===== src/rtl/wb_trace_buffer.sv =====
// ============================================================================
// Module      : wb_trace_buffer
// Description : Writeback trace FIFO with stream/circular modes, PC trigger
//               with post-trigger capture, and same-PC halt-loop detection.
// Revision    : 1.0 - initial release
// ============================================================================
`default_nettype none

module wb_trace_buffer #(
    parameter int XLEN      = 32,
    parameter int PC_W      = 32,
    parameter int DEPTH     = 16,
    parameter int POST_TRIG = 4,
    parameter int HALT_N    = 8
) (
    input  logic                     clk,
    input  logic                     rst_n,
    input  logic                     clear,
    input  logic                     mode,
    input  logic                     wb_valid,
    input  logic [PC_W-1:0]          wb_pc,
    input  logic                     wb_we,
    input  logic [4:0]               wb_rd,
    input  logic [XLEN-1:0]          wb_data,
    input  logic                     trig_en,
    input  logic [PC_W-1:0]          trig_pc,
    output logic                     out_valid,
    input  logic                     out_ready,
    output logic [PC_W-1:0]          out_pc,
    output logic                     out_we,
    output logic [4:0]               out_rd,
    output logic [XLEN-1:0]          out_data,
    output logic [$clog2(DEPTH):0]   level,
    output logic [31:0]              retire_cnt,
    output logic [15:0]              drop_cnt,
    output logic                     frozen,
    output logic                     halt
);

    localparam int AW     = $clog2(DEPTH);
    localparam int LW     = AW + 1;
    localparam int PCNT_W = (POST_TRIG > 0) ? $clog2(POST_TRIG + 1) : 1;
    localparam int HCNT_W = $clog2(HALT_N + 1);

    localparam logic [LW-1:0]     FULL_LVL = LW'(DEPTH);
    localparam logic [HCNT_W-1:0] HALT_MAX = HCNT_W'(HALT_N);

    localparam logic [1:0] ST_RUN    = 2'd0;
    localparam logic [1:0] ST_POST   = 2'd1;
    localparam logic [1:0] ST_FROZEN = 2'd2;

    logic [PC_W-1:0] pc_mem   [DEPTH];
    logic            we_mem   [DEPTH];
    logic [4:0]      rd_mem   [DEPTH];
    logic [XLEN-1:0] data_mem [DEPTH];

    logic [1:0]        state_q,    state_d;
    logic [AW-1:0]     wptr_q,     wptr_d;
    logic [AW-1:0]     rptr_q,     rptr_d;
    logic [LW-1:0]     level_q,    level_d;
    logic [31:0]       retire_q,   retire_d;
    logic [15:0]       drop_q,     drop_d;
    logic [PCNT_W-1:0] post_q,     post_d;
    logic [PC_W-1:0]   prev_pc_q,  prev_pc_d;
    logic              prev_vld_q, prev_vld_d;
    logic [HCNT_W-1:0] same_q,     same_d;
    logic              halt_q,     halt_d;

    logic capture, pop, full, wr_en, trig_hit;

    always_comb begin
        capture  = wb_valid && !clear && (state_q != ST_FROZEN);
        pop      = (level_q != '0) && out_ready && !clear;
        full     = (level_q == FULL_LVL);
        // A full buffer still accepts the entry if a slot frees this cycle or we overwrite.
        wr_en    = capture && (pop || !full || mode);
        trig_hit = trig_en && (wb_pc == trig_pc);

        state_d    = state_q;
        wptr_d     = wptr_q;
        rptr_d     = rptr_q;
        level_d    = level_q;
        retire_d   = retire_q;
        drop_d     = drop_q;
        post_d     = post_q;
        prev_pc_d  = prev_pc_q;
        prev_vld_d = prev_vld_q;
        same_d     = same_q;
        halt_d     = halt_q;

        if (clear) begin
            state_d    = ST_RUN;
            wptr_d     = '0;
            rptr_d     = '0;
            level_d    = '0;
            retire_d   = '0;
            drop_d     = '0;
            post_d     = '0;
            prev_vld_d = 1'b0;
            same_d     = '0;
            halt_d     = 1'b0;
        end else begin
            if (wr_en)
                wptr_d = wptr_q + AW'(1);
            if (pop || (capture && full && mode))
                rptr_d = rptr_q + AW'(1);
            if (capture && !pop && !full)
                level_d = level_q + LW'(1);
            else if (pop && !capture)
                level_d = level_q - LW'(1);
            if (capture && full && !pop && (drop_q != 16'hFFFF))
                drop_d = drop_q + 16'd1;

            if (wb_valid) begin
                retire_d   = retire_q + 32'd1;
                prev_pc_d  = wb_pc;
                prev_vld_d = 1'b1;
                if (prev_vld_q && (wb_pc == prev_pc_q)) begin
                    if (same_q != HALT_MAX)
                        same_d = same_q + HCNT_W'(1);
                end else begin
                    same_d = HCNT_W'(1);
                end
                if (same_d == HALT_MAX)
                    halt_d = 1'b1;
            end

            case (state_q)
                ST_RUN: begin
                    if (capture && trig_hit) begin
                        if (POST_TRIG == 0) begin
                            state_d = ST_FROZEN;
                        end else begin
                            state_d = ST_POST;
                            post_d  = PCNT_W'(POST_TRIG);
                        end
                    end
                end
                ST_POST: begin
                    if (capture) begin
                        post_d = post_q - PCNT_W'(1);
                        if (post_q == PCNT_W'(1))
                            state_d = ST_FROZEN;
                    end
                end
                default: ;
            endcase
        end
    end

    always_ff @(posedge clk or negedge rst_n) begin
        if (!rst_n) begin
            state_q    <= ST_RUN;
            wptr_q     <= '0;
            rptr_q     <= '0;
            level_q    <= '0;
            retire_q   <= '0;
            drop_q     <= '0;
            post_q     <= '0;
            prev_pc_q  <= '0;
            prev_vld_q <= 1'b0;
            same_q     <= '0;
            halt_q     <= 1'b0;
        end else begin
            state_q    <= state_d;
            wptr_q     <= wptr_d;
            rptr_q     <= rptr_d;
            level_q    <= level_d;
            retire_q   <= retire_d;
            drop_q     <= drop_d;
            post_q     <= post_d;
            prev_pc_q  <= prev_pc_d;
            prev_vld_q <= prev_vld_d;
            same_q     <= same_d;
            halt_q     <= halt_d;
        end
    end

    // Storage is not reset; the pointers and level alone define what is valid.
    always_ff @(posedge clk) begin
        if (wr_en) begin
            pc_mem[wptr_q]   <= wb_pc;
            we_mem[wptr_q]   <= wb_we;
            rd_mem[wptr_q]   <= wb_we ? wb_rd : 5'd0;
            data_mem[wptr_q] <= wb_data;
        end
    end

    assign out_valid  = (level_q != '0);
    assign out_pc     = pc_mem[rptr_q];
    assign out_we     = we_mem[rptr_q];
    assign out_rd     = rd_mem[rptr_q];
    assign out_data   = data_mem[rptr_q];
    assign level      = level_q;
    assign retire_cnt = retire_q;
    assign drop_cnt   = drop_q;
    assign frozen     = (state_q == ST_FROZEN);
    assign halt       = halt_q;

endmodule

`default_nettype wire


===== config.mk =====
export PLATFORM = sky130hd
export DESIGN_NAME = wb_trace_buffer
export DESIGN_NICKNAME = d
export VERILOG_FILES = /design/src/rtl/wb_trace_buffer.sv
export SDC_FILE = /design/constraint.sdc
export NUM_CORES = 1
export LEC_CHECK = 0
export CAP_MARGIN = 25
export CORE_UTILIZATION = 63
export CTS_CLUSTER_DIAMETER = 150
export DETAILED_ROUTE_END_ITERATION = 7
export GPL_TIMING_DRIVEN = 0
export PLACE_DENSITY = 0.86
export SLEW_MARGIN = 20
export SYNTH_ARGS = -nofsm -noshare
export SYNTH_HDL_FRONTEND = slang
export SYNTH_SLANG_ARGS = --single-unit

===== constraint.sdc =====
create_clock -name clk -period 19.6 [get_ports clk]
set_clock_uncertainty 0.2 [all_clocks]
set_input_delay 5.88 -clock clk [delete_from_list [all_inputs] [get_ports clk]]
set_output_delay 5.88 -clock clk [all_outputs]
set_load 0.02 [all_outputs]

==> metrics.md, run 1 <==
| Metric | Value |
|---|---|
| Post-layout min period | `between 10000 and 15000 ps` |
| Hpwl dp | `between 70000 and 80000 um` |
| Layout cells sized above 1 | `24.39%` |
| Final hold viol count | `0` |
| Router iterations before antenna repair | `6` |
| Share of the synthesized area in the top cell type | `70.24%` |
| Comb power frac | `13.9%` |
| Post-DP Area | `approximately 53000 um2` |
| Vias in the first global route | `around 28000` |
| Setup bufs post-CTS | `0` |
| DRT iter0 DRCs | `between 3000 and 4000` |
| Clk root buf | `clkbuf_16` |
| Routability congestion estimate from global placement | `about 0.85` |
| Total CTS buffers | `115` |
| Post-cts resize count | `0` |
| Worst skew pair latency | `around 700 ps` |
| Filler cells | `~3700` |
| Final Max Tran Viols | `0` |
| Core box area | `around 75000 um2` |
| Clk network pwr share | `37.9%` |
| Unrepaired setup endpoints after global routing | `false` |
| P_sw | `between 1 and 1.5 mW` |
| FF+latch count, synth | `between 1000 and 1500` |
| Total Wirelength | `133600 um` |
| Static leakage | `~18 nW` |
| Power per cell area | `approximately 110 nW/um2` |
| Total die area | `77110 um2` |
| Routed via count | `between 20000 and 30000` |
| Post-route cell area | `56570 um2` |
| Mean Syn Cell Area | `21.54 um2` |
| ANT nets after route | `0` |
| Top FF cell, synth | `edfxtp_1` |
| Avg WL per Cell | `around 36 um` |
| CP Data Arrival Time | `between 4000 and 5000 ps` |
| Drt drc | `0` |
| Status | `complete, no violations` |
| H-tree depth | `3` |
| Top post-synthesis cells by area | `edfxtp_1, mux4_2, dfrtp_1, xnor2_1, nand2_1` |
| Pin count of the biggest net entering global routing | `85` |
| Sequential share of the synthesized area | `between 70% and 80%` |
| Fmax achieved | `a little over 90 MHz` |
| Critical Path End Type | `output pin` |
| Rows | `100` |
| Clock-pin slew on the worst setup and hold paths | `approximately 70 ps` |
| Post-Syn Nets | `2348` |
| All-Layer GR Usage | `35.24%` |
| Cell Area, Synth | `about 48000 um2` |
| Port bufs | `approximately 230` |
| Crit start category | `register` |
| Layout area overhead | `18.14%` |
| Hold Crit Class | `register to register` |
| Dominant cell type by area after synthesis | `edfxtp_1` |
| Finish-stage setup viols | `0` |
| Die Ht | `277.7 um` |
| Number of I/O pins | `235` |
| Final #Nets | `around 2800` |
| Relative slew margins | `20.24%` |
| Least-Margin Pin Slew | `approximately 1200 ps` |
| Asr flop ratio synth | `8.497%` |
| Total gr overflow | `0` |
| Count of different cell masters after synthesis | `54` |
| Post-Route Utilization | `between 70% and 80%` |
| Clock sinks | `between 1000 and 1500` |
| CTS tree | `built` |
| CP max FO | `10` |
| Hold-fix buffers at CTS | `0` |
| Sequential power share | `between 40% and 50%` |
| Starting density of the core | `63.99%` |
| Int Pwr | `4.586 mW` |
| CTS max path bufs | `3` |
| Critical path class | `register to output pin` |
| EDFF count, synth | `around 1100` |
| Sw frac | `between 20% and 30%` |
| Initial antenna violation count | `5` |
| Yosys warns | `0` |
| Gate Count Post-Synth | `2223` |
| First-pass GRT wire length | `between 150000 and 200000 um` |
| Required time of the critical path | `roughly 14000 ps` |
| Final period util | `between 50% and 60%` |
| Die W | `between 200 and 300 um` |
| Peak VDD IR | `just over 0.00008 V` |
| MaxCap Viol Count | `0` |
| Post-DR vias/cell | `just over 7` |
[power groups by stage]
stage | clock network [mW] | logic, mW | registers [mW]
after CTS | 2.29 | 0.834 | 2.90
after floorplan | 0 | 0.496 | 2.96
after global placement | 0 | 0.767 | 2.96
after global routing | 2.39 | 0.875 | 2.90
after detailed placement | 0 | 0.811 | 2.96
final | 2.29 | 0.841 | 2.90
[state kept, by name, indices dropped and copies added, names as in the netlist]
| signal | count |
|---|---|
| data_mem | 512 |
| pc_mem | 512 |
| rd_mem | 80 |
| prev_pc_q | 32 |
| retire_cnt | 32 |
| drop_cnt | 16 |
| we_mem | 16 |
| level | 5 |
| rptr_q | 4 |
| same_q | 4 |
| wptr_q | 4 |
| post_q | 3 |
| state_q | 2 |
| halt | 1 |
| prev_vld_q | 1 |
[worst paths after layout]
path | start | endpoint | slack (ps) | cells past startpoint
max | rptr_q[0]$_DFFE_PN0P_ | out_pc[30] | 8890 | 6
min | halt$_DFFE_PN0P_ | halt$_DFFE_PN0P_ | 310 | 1
max reg2reg | state_q[1]$_DFFE_PN0P_ | data_mem[1][8]$_DFFE_PP_ | 15410 | 13
min reg2reg | halt$_DFFE_PN0P_ | halt$_DFFE_PN0P_ | 310 | 1
max in group asynchronous | rst_n | prev_pc_q[30]$_DFFE_PN0P_ | 13670 | 2
min in group asynchronous | rst_n | retire_cnt[0]$_DFFE_PN0P_ | 4830 | 1
[layout by cell type, fill, tap and decap left out, types with 5 or more instances in the layout]
cell and count:
and2_4 8, buf_16 18, xor2_1 22, mux2_2 7, xnor2_1 73, nand4_1 34, a21oi_1 27, nand2_1 121
clkbuf_16 118, clkdlybuf4s50_1 232, clkinv_1 25, mux2i_1 5, o21ai_0 19, clkbuf_2 10, buf_12 10, dfrtp_1 104
mux4_2 350, nand2b_1 5, buf_4 17, nor3_1 8, nand3_1 28, nor2b_1 5, and2_1 6, buf_1 13
and4_1 6, clkbuf_1 91, nor4_2 5, ha_1 15, edfxtp_1 1120, or3_1 18, buf_6 12, diode_2 5
and3_1 8, clkinv_2 13, bufinv_16 15, nor4_1 7, a21o_1 5, buf_2 66, nor2_1 51, inv_1 20
[per-layer routing]
layer / share of wire (%) / global-route usage (%) / vias to the layer above / wire length, um
li1: - / - / 10117 / -
met1: 32 / 42.94 / 13669 / 43340
met3: 11 / 8.178 / 495 / 14720
met5: 0 / 0 / - / 0
met4: 5.8 / 17.98 / 0 / 7767
met2: 51 / 59.46 / 2346 / 67810
[stage by stage]
stage	TNS, ps	power (mW)	hold WS, ps	instances	worst slack (ps)
2_1_floorplan	0	3.455	252.4	2223	5371
3_3_place_gp	-940220	3.728	267.2	3425	-3383
3_5_place_dp	0	3.767	281.7	3521	9363
4_1_cts	0	6.028	307.4	3735	8575
5_1_grt	0	6.165	324.3	3748	8843
6_report	0	6.031	309.5	3750	8891
[cells by family after synthesis]
family | share of synthesized area [%]
flip-flops | 75.68
multiplexers | 16.73
AND/OR/NAND/NOR | 3.494
buffers and inverters | 1.017
XOR/XNOR | 1.738
AO/OA/AOI/OAI | 0.9094
adder cells (fa/ha/maj) | 0.4338
[worst max-delay path, cell delays in order (launching register included)]
cell and delay (ps):
dfrtp_1 370, clkbuf_1 160, clkbuf_1 890, clkbuf_2 630, mux4_2 620, mux4_2 510, clkdlybuf4s50_1 720
[cells in the mapped netlist, types with 2 or more instances]
| master | instances |
|---|---|
| edfxtp_1 | 1120 |
| mux4_2 | 350 |
| nand2_1 | 121 |
| dfrtp_1 | 104 |
| xnor2_1 | 73 |
| clkbuf_1 | 63 |
| nor2_1 | 55 |
| nand4_1 | 34 |
| nand3_1 | 28 |
| a21oi_1 | 27 |
| xor2_1 | 22 |
| buf_1 | 20 |
| inv_1 | 20 |
| o21ai_0 | 19 |
| or3_1 | 18 |
| buf_2 | 17 |
| ha_1 | 15 |
| and2_1 | 14 |
| nor4_1 | 11 |
| and3_1 | 8 |
| nor3_1 | 8 |
| mux2_2 | 7 |
| and4_1 | 6 |
| a21o_1 | 5 |
| mux2i_1 | 5 |
| nand2b_1 | 5 |
| nor2b_1 | 5 |
| nor3b_1 | 4 |
| o211ai_1 | 4 |
| or4_1 | 4 |
| o211a_1 | 3 |
| a31o_2 | 2 |
| and4_4 | 2 |
| buf_4 | 2 |
| nand3_4 | 2 |
| o2111ai_1 | 2 |
[cell type report]
cell class              instances  area, um2  area share, %
clock inverters                63      719.4          1.272
clock buffers                 151       3097          5.475
diodes                          5      12.51        0.02212
plain buffers                 102      424.2         0.7499
well taps                     969       1212          2.143
inverters                      20      75.07         0.1327
repair buffers                339       3556          6.286
flip-flops and latches       1224      36230          64.06
multi-input cells             877      11230          19.86
Note: power is estimated with default switching activity, not from simulation.
==> run 2, diff against run 1 <==
Settings changed: CORE_UTILIZATION 63 to 54, PLACE_DENSITY 0.86 to 0.79.
Clock period 19.6 ns to 9.22 ns, I/O delays scaled along.
==> run 2 against run 1 <==
  * Sequential share of layout area shrank 0.32 points
  * Count of clock-buffer cells in the layout down 9
  * Wire length decreased by 2.2%
  * Combinational power grew 110%
==> metrics.md, run 2 (same netlist as run 1, synthesis figures left out) <==
| Metric | Value |
|---|---|
| Int Pwr | `9.590 mW (+110%)` |
| Clock sinks | `1224 (unchanged)` |
| CTS max path bufs | `3 (unchanged)` |
| Least-Margin Pin Slew | `1112 ps (-84.09 ps)` |
| Drt drc | `0 (unchanged)` |
| Post-route cell area | `56850 um2 (+0.51%)` |
| Post-cts resize count | `0 (unchanged)` |
| Largest regs | `data_mem (512), pc_mem (512), rd_mem (80)` |
| Starting density of the core | `54.85% (-9.1 points)` |
| Sw frac | `24.25% (+0.29 points)` |
| Reg-to-reg slack, setup | `4930 ps (-10480 ps)` |
| Critical path origin | `rptr_q[0]$_DFFE_PN0P_` |
| Comb power frac | `14.1% (+0.2 points)` |
| H-tree depth | `3 (unchanged)` |
| Avg WL per Cell | `33.17 um (-6.9%)` |
| Layout cells sized above 1 | `24.85% (+0.46 points)` |
| Die W | `299.8 um (+8.0%)` |
| Hold Crit Class | `register to register` |
| Initial antenna violation count | `12 (+7)` |
| Clock-pin slew on the worst setup and hold paths | `70 ps (about the same)` |
| Post-DR vias/cell | `6.626 (-6.7%)` |
| DRT iter0 DRCs | `3515 (-11%)` |
| Total CTS buffers | `115 (unchanged)` |
| Rows | `108 (+8.0%)` |
| Total die area | `89860 um2 (+17%)` |
| First-pass GRT wire length | `185800 um (-2.4%)` |
| Total gr overflow | `0 (unchanged)` |
| Total Wirelength | `130700 um (-2.2%)` |
| Most frequent cells in the layout | `edfxtp_1, mux4_2, clkdlybuf4s50_1, nand2_1, clkbuf_16` |
| Die Ht | `299.8 um (+8.0%)` |
| Clk network pwr share | `37.2% (-0.7 points)` |
| Area of the multi-input gates | `11230 um2 (unchanged)` |
| Critical path class | `register to output pin` |
| Post-layout min period | `7621 ps` |
| Filler cells | `5421 (+47%)` |
| Overall power | `12.66 mW (+110%)` |
| Setup bufs post-CTS | `0 (unchanged)` |
| Capture point of the worst path | `out_pc[0]` |
| Router iterations before antenna repair | `5 (-1)` |
| Sequential power share | `48.7% (+0.5 points)` |
| Endpoint of the worst-slack reg-to-reg timing path | `data_mem[0][29]$_DFFE_PP_` |
| Commonest non-fill, non-tap cell in the layout | `edfxtp_1` |
| Core box area | `87290 um2 (+17%)` |
| Relative slew margins | `25.62% (+5.4 points)` |
| Critical Path End Type | `output pin` |
| Peak VDD IR | `0.0001949 V (+140%)` |
| Final hold viol count | `0 (unchanged)` |
| CP Data Arrival Time | `4660 ps (+30 ps)` |
| Routability congestion estimate from global placement | `0.8460 (about the same)` |
| CP max FO | `10 (unchanged)` |
| Hold-fix buffers at CTS | `0 (unchanged)` |
| MaxCap Viol Count | `0 (unchanged)` |
| Routed via count | `26115 (-1.9%)` |
| Unrepaired setup endpoints after global routing | `false` |
| Vias in the first global route | `26889 (-3.2%)` |
| ANT nets after route | `0 (unchanged)` |
| Crit start category | `register` |
| Required time of the critical path | `6250 ps (-7270 ps)` |
| Layout area overhead | `18.74%` |
| Finish-stage setup viols | `0 (unchanged)` |
| Status | `complete, no violations` |
| All-Layer GR Usage | `29.28% (-6.0 points)` |
| Hpwl dp | `76830 um (+0.45%)` |
| Number of I/O pins | `235 (unchanged)` |
| Fmax achieved | `roughly 130 MHz` |
| Cells on worst reg2reg path | `11 (-2)` |
| Reg area | `36230 um2 (unchanged)` |
| Hold_ws | `297.6 ps (-11.90 ps)` |
| Final period util | `between 80% and 90%` |
| Final #Nets | `2811 (+0.25%)` |
| Pin count of the biggest net entering global routing | `56 (-34%)` |
| CTS tree | `built` |
| Clk root buf | `clkbuf_16` |
| RR Startpoint | `state_q[1]$_DFFE_PN0P_` |
| Pre-CTS WS | `2112 ps (-7251 ps)` |
| P_sw | `3.070 mW (+110%)` |
| Port bufs | `233 (unchanged)` |
| Static leakage | `18.19 nW (+0.16%)` |
| Worst skew pair latency | `690 ps (about the same)` |
| Post-DP Area | `53090 um2 (+0.93%)` |
| Worst setup slack after layout | `1599 ps (-7293 ps)` |
| Power per cell area | `222.7 nW/um2 (+110%)` |
| Final Max Tran Viols | `0 (unchanged)` |
## run 2: worst min-delay path by stage
stage                           startpoint                endpoint  slack (ps)  cells after the start
detailed placement        halt$_DFFE_PN0P_        halt$_DFFE_PN0P_         280                      1
floorplan           prev_vld_q$_DFFE_PN0P_  prev_vld_q$_DFFE_PN0P_         250                      2
CTS                 prev_vld_q$_DFFE_PN0P_  prev_vld_q$_DFFE_PN0P_         290                      2
finish              prev_vld_q$_DFFE_PN0P_  prev_vld_q$_DFFE_PN0P_         300                      2
global placement    prev_vld_q$_DFFE_PN0P_  prev_vld_q$_DFFE_PN0P_         280                      2
global route              halt$_DFFE_PN0P_        halt$_DFFE_PN0P_         320                      1
## run 2: metal layers
layer  vias to the layer above  track usage [%]  wire length, um
met5                         -                0               94
met4                        14            10.09             4684
li1                      10147                -                -
met1                     13599            37.44            44880
met2                      2011            49.95            66800
met3                       344            6.359            14250
## run 2: final cells by class
type                            instances  area share [%]
Tap cell                             1155           2.542
Clock buffer                          142           5.315
Multi-Input combinational cell        877           19.76
Antenna cell                            5         0.02201
Inverter                               20          0.1320
Sequential cell                      1224           63.73
Timing Repair Buffer                  346           6.543
Buffer                                102          0.7417
Clock inverter                         70           1.210
## run 2: critical path, stage by stage, from the launching register on
cell             delay (ps)
dfrtp_1                 390
clkbuf_1                200
clkbuf_1                830
buf_1                   620
buf_6                   250
mux4_2                  530
mux4_2                  560
clkdlybuf4s50_1         570
## run 2: metrics by stage
stage	setup TNS [ps]	std cells	utilization (%)
global route	0	3939	65.12
CTS	0	3933	65.06
detailed placement	0	3721	60.81
global placement	-3778350	3611	59.18
finish	0	3941	65.13
floorplan	-530650	2223	-
## run 2: power by group through the flow
stage          sequential [mW]  clock, mW  combinational, mW
2_1_floorplan             6.29          0               1.05
3_3_place_gp              6.29          0               1.65
3_5_place_dp              6.28          0               1.75
4_1_cts                   6.17       4.72               1.79
5_1_grt                   6.17       4.92               1.87
6_report                  6.17       4.71               1.79
==> RTL edit: new RTL, flow settings as in run 1 <==
`XLEN`: 32 -> 28.
--- a/src/rtl/wb_trace_buffer.sv
+++ b/src/rtl/wb_trace_buffer.sv
@@ -7,7 +7,7 @@
 `default_nettype none
 
 module wb_trace_buffer #(
-    parameter int XLEN      = 32,
+    parameter int XLEN      = 28,
     parameter int PC_W      = 32,
     parameter int DEPTH     = 16,
     parameter int POST_TRIG = 4,
Ports: changed (resized out_data and wb_data); port bits go from 235 to 227. No check against the original RTL was run, so the function may have changed too.
==> RTL edit against run 1 <==
- wire length is 4.1% lower
- area after synthesis down 5.3%
- first-iteration DRC count is 9.8% lower
- maximum frequency is 0.23% higher
- power is 6.2% lower
- design area decreased by 5.5%
- sequential cell count is 64 lower
- non-clock buffer count fell by 48
- setup slack gained 0.025 ns
- highest routed layer unchanged
==> RTL edit: results (changes against run 1) <==
- GPL Wtd Cong: 0.8529 (was 0.8465)
- Biggest regs: pc_mem x512, data_mem x448, rd_mem x80 (was data_mem x512, pc_mem x512, rd_mem x80)
- Pre-CTS WS: 9.848 ns (was 9.363 ns)
- First-pass GRT wire length: 182100 um (was 190400 um)
- Routed length on met1: 42580 um (was 43340 um)
- Port Buffers: 225 (was 233)
- Routed WL per cell: 36.68 um (was 35.64 um)
- VDD IR max: 104.0 uV (was 82.75 uV)
- Pre-antenna DRT Iters: 5 (was 6)
- WL final: 128200 um (was 133600 um)
- Clk Latency, worst-skew pair: 0.68 ns (was 0.70 ns)
- HPWL Detailed: 73740 um (was 76490 um)
- Share of post-route cells with drive strength above 1: 25.74% (was 24.39%)
- Pin count of the biggest net entering global routing: 60 (was 85)
- Placement Cell Area: 49970 um^2 (was 52600 um^2)
- Vias in the first global route: 25280 (was 27770)
- Post-synthesis sequential area ratio: 75.66% (was 75.68%)
- Iteration-0 DRC Markers: 3583 (was 3971)
- Met1 usage: 46.50% (was 42.94%)
- NetSw: 1.379 mW (was 1.445 mW)
- FF-to-FF Start: state_q[0] (was state_q[1])
- Critical path arrival: 4.60 ns (was 4.63 ns)
- Synth Instances: 2047 (was 2223)
- Synth top cells by count: edfxtp_1, mux4_2, dfrtp_1 (was edfxtp_1, mux4_2, nand2_1)
- Worst slew pin tran: 1.103 ns (was 1.196 ns)
- TritonCTS Buffers: 107 (was 115)
- Crit-path max cell delay: 0.85 ns (was 0.89 ns)
- Yosys cell types: 52 (was 54)
- Routed met2 length: 65500 um (was 67810 um)
- Mapped Nets: 2168 (was 2348)
- Outcome: finished, final reports clean (unchanged)
- Met2 usage: 59.85% (was 59.46%)
- Number of flops mapped to enable cells by yosys: 1056 (was 1120)
- Wire length on met3: 14200 um (was 14720 um)
- Total Routing Usage GR: 35.79% (was 35.24%)
- Synth async-reset ratio: 8.966% (was 8.497%)
- Nets: 2577 (was 2804)
- Main area contributors after synthesis: edfxtp_1, mux4_2, dfrtp_1 (unchanged)
- Initial antenna violation count: 3 (was 5)
- Setup crit start: rptr_q[1] (was rptr_q[0])
- Vias per cell: 7.106 (was 7.101)
- Post-placement cell count: 3294 (was 3521)
-- RTL edit: cell count changes after synthesis, sizes merged, moves of 13 or more --
cell	delta
nand2	-92
xor2	+41
mux2	+28
mux4	-20
or3	-13
nor2	+24
a21oi	-13
edfxtp	-64
xnor2	-25
-- RTL edit: power by group through the flow --
stage	Clock (mW)	Combinational [mW]	Sequential (mW)
2_1_floorplan	0	0.483	2.81
3_3_place_gp	0	0.741	2.80
3_5_place_dp	0	0.780	2.81
4_1_cts	2.09	0.805	2.76
5_1_grt	2.18	0.833	2.76
6_report	2.10	0.803	2.76
-- RTL edit: cells by family after synthesis --
family	count (synthesis)	synth area share, %
flops	1160	75.66
mux	370	17.37
simple gates	239	2.809
buf+inv	114	1.065
xor+xnor	111	2.144
compound gates	37	0.4994
fa+ha+maj	16	0.4580
-- RTL edit: worst max-delay path, delay by kind of cell, from the launching register on --
kind / cells / cell delay, ns
DFF: 1 / 0.40
buffers and inverters: 4 / 2.56
muxes: 2 / 0.96
-- RTL edit: final cells by class --
class / count / area [um^2] / share of cell area, %
repair buffers: 300 / 3392 / 6.344
clock inverters: 68 / 605.6 / 1.133
well taps: 950 / 1189 / 2.223
clock buffers: 126 / 2843 / 5.317
flip-flops and latches: 1160 / 34310 / 64.18
inverters: 21 / 78.83 / 0.1474
multi-input cells: 773 / 10630 / 19.88
diodes: 4 / 10.01 / 0.01872
plain buffers: 93 / 406.6 / 0.7606
-- RTL edit: path summary, 6_finish.rpt --
path / end / slack (ns) / depth (start not counted)
setup / recovery: out_pc[21] / 8.92 / 6
hold / removal: prev_vld_q / 0.31 / 2
setup reg to reg: data_mem[5][14] / 15.89 / 10
hold reg to reg: prev_vld_q / 0.31 / 2
max in group asynchronous: rptr_q[2] / 13.57 / 2
min in group asynchronous: drop_cnt[9] / 4.97 / 1
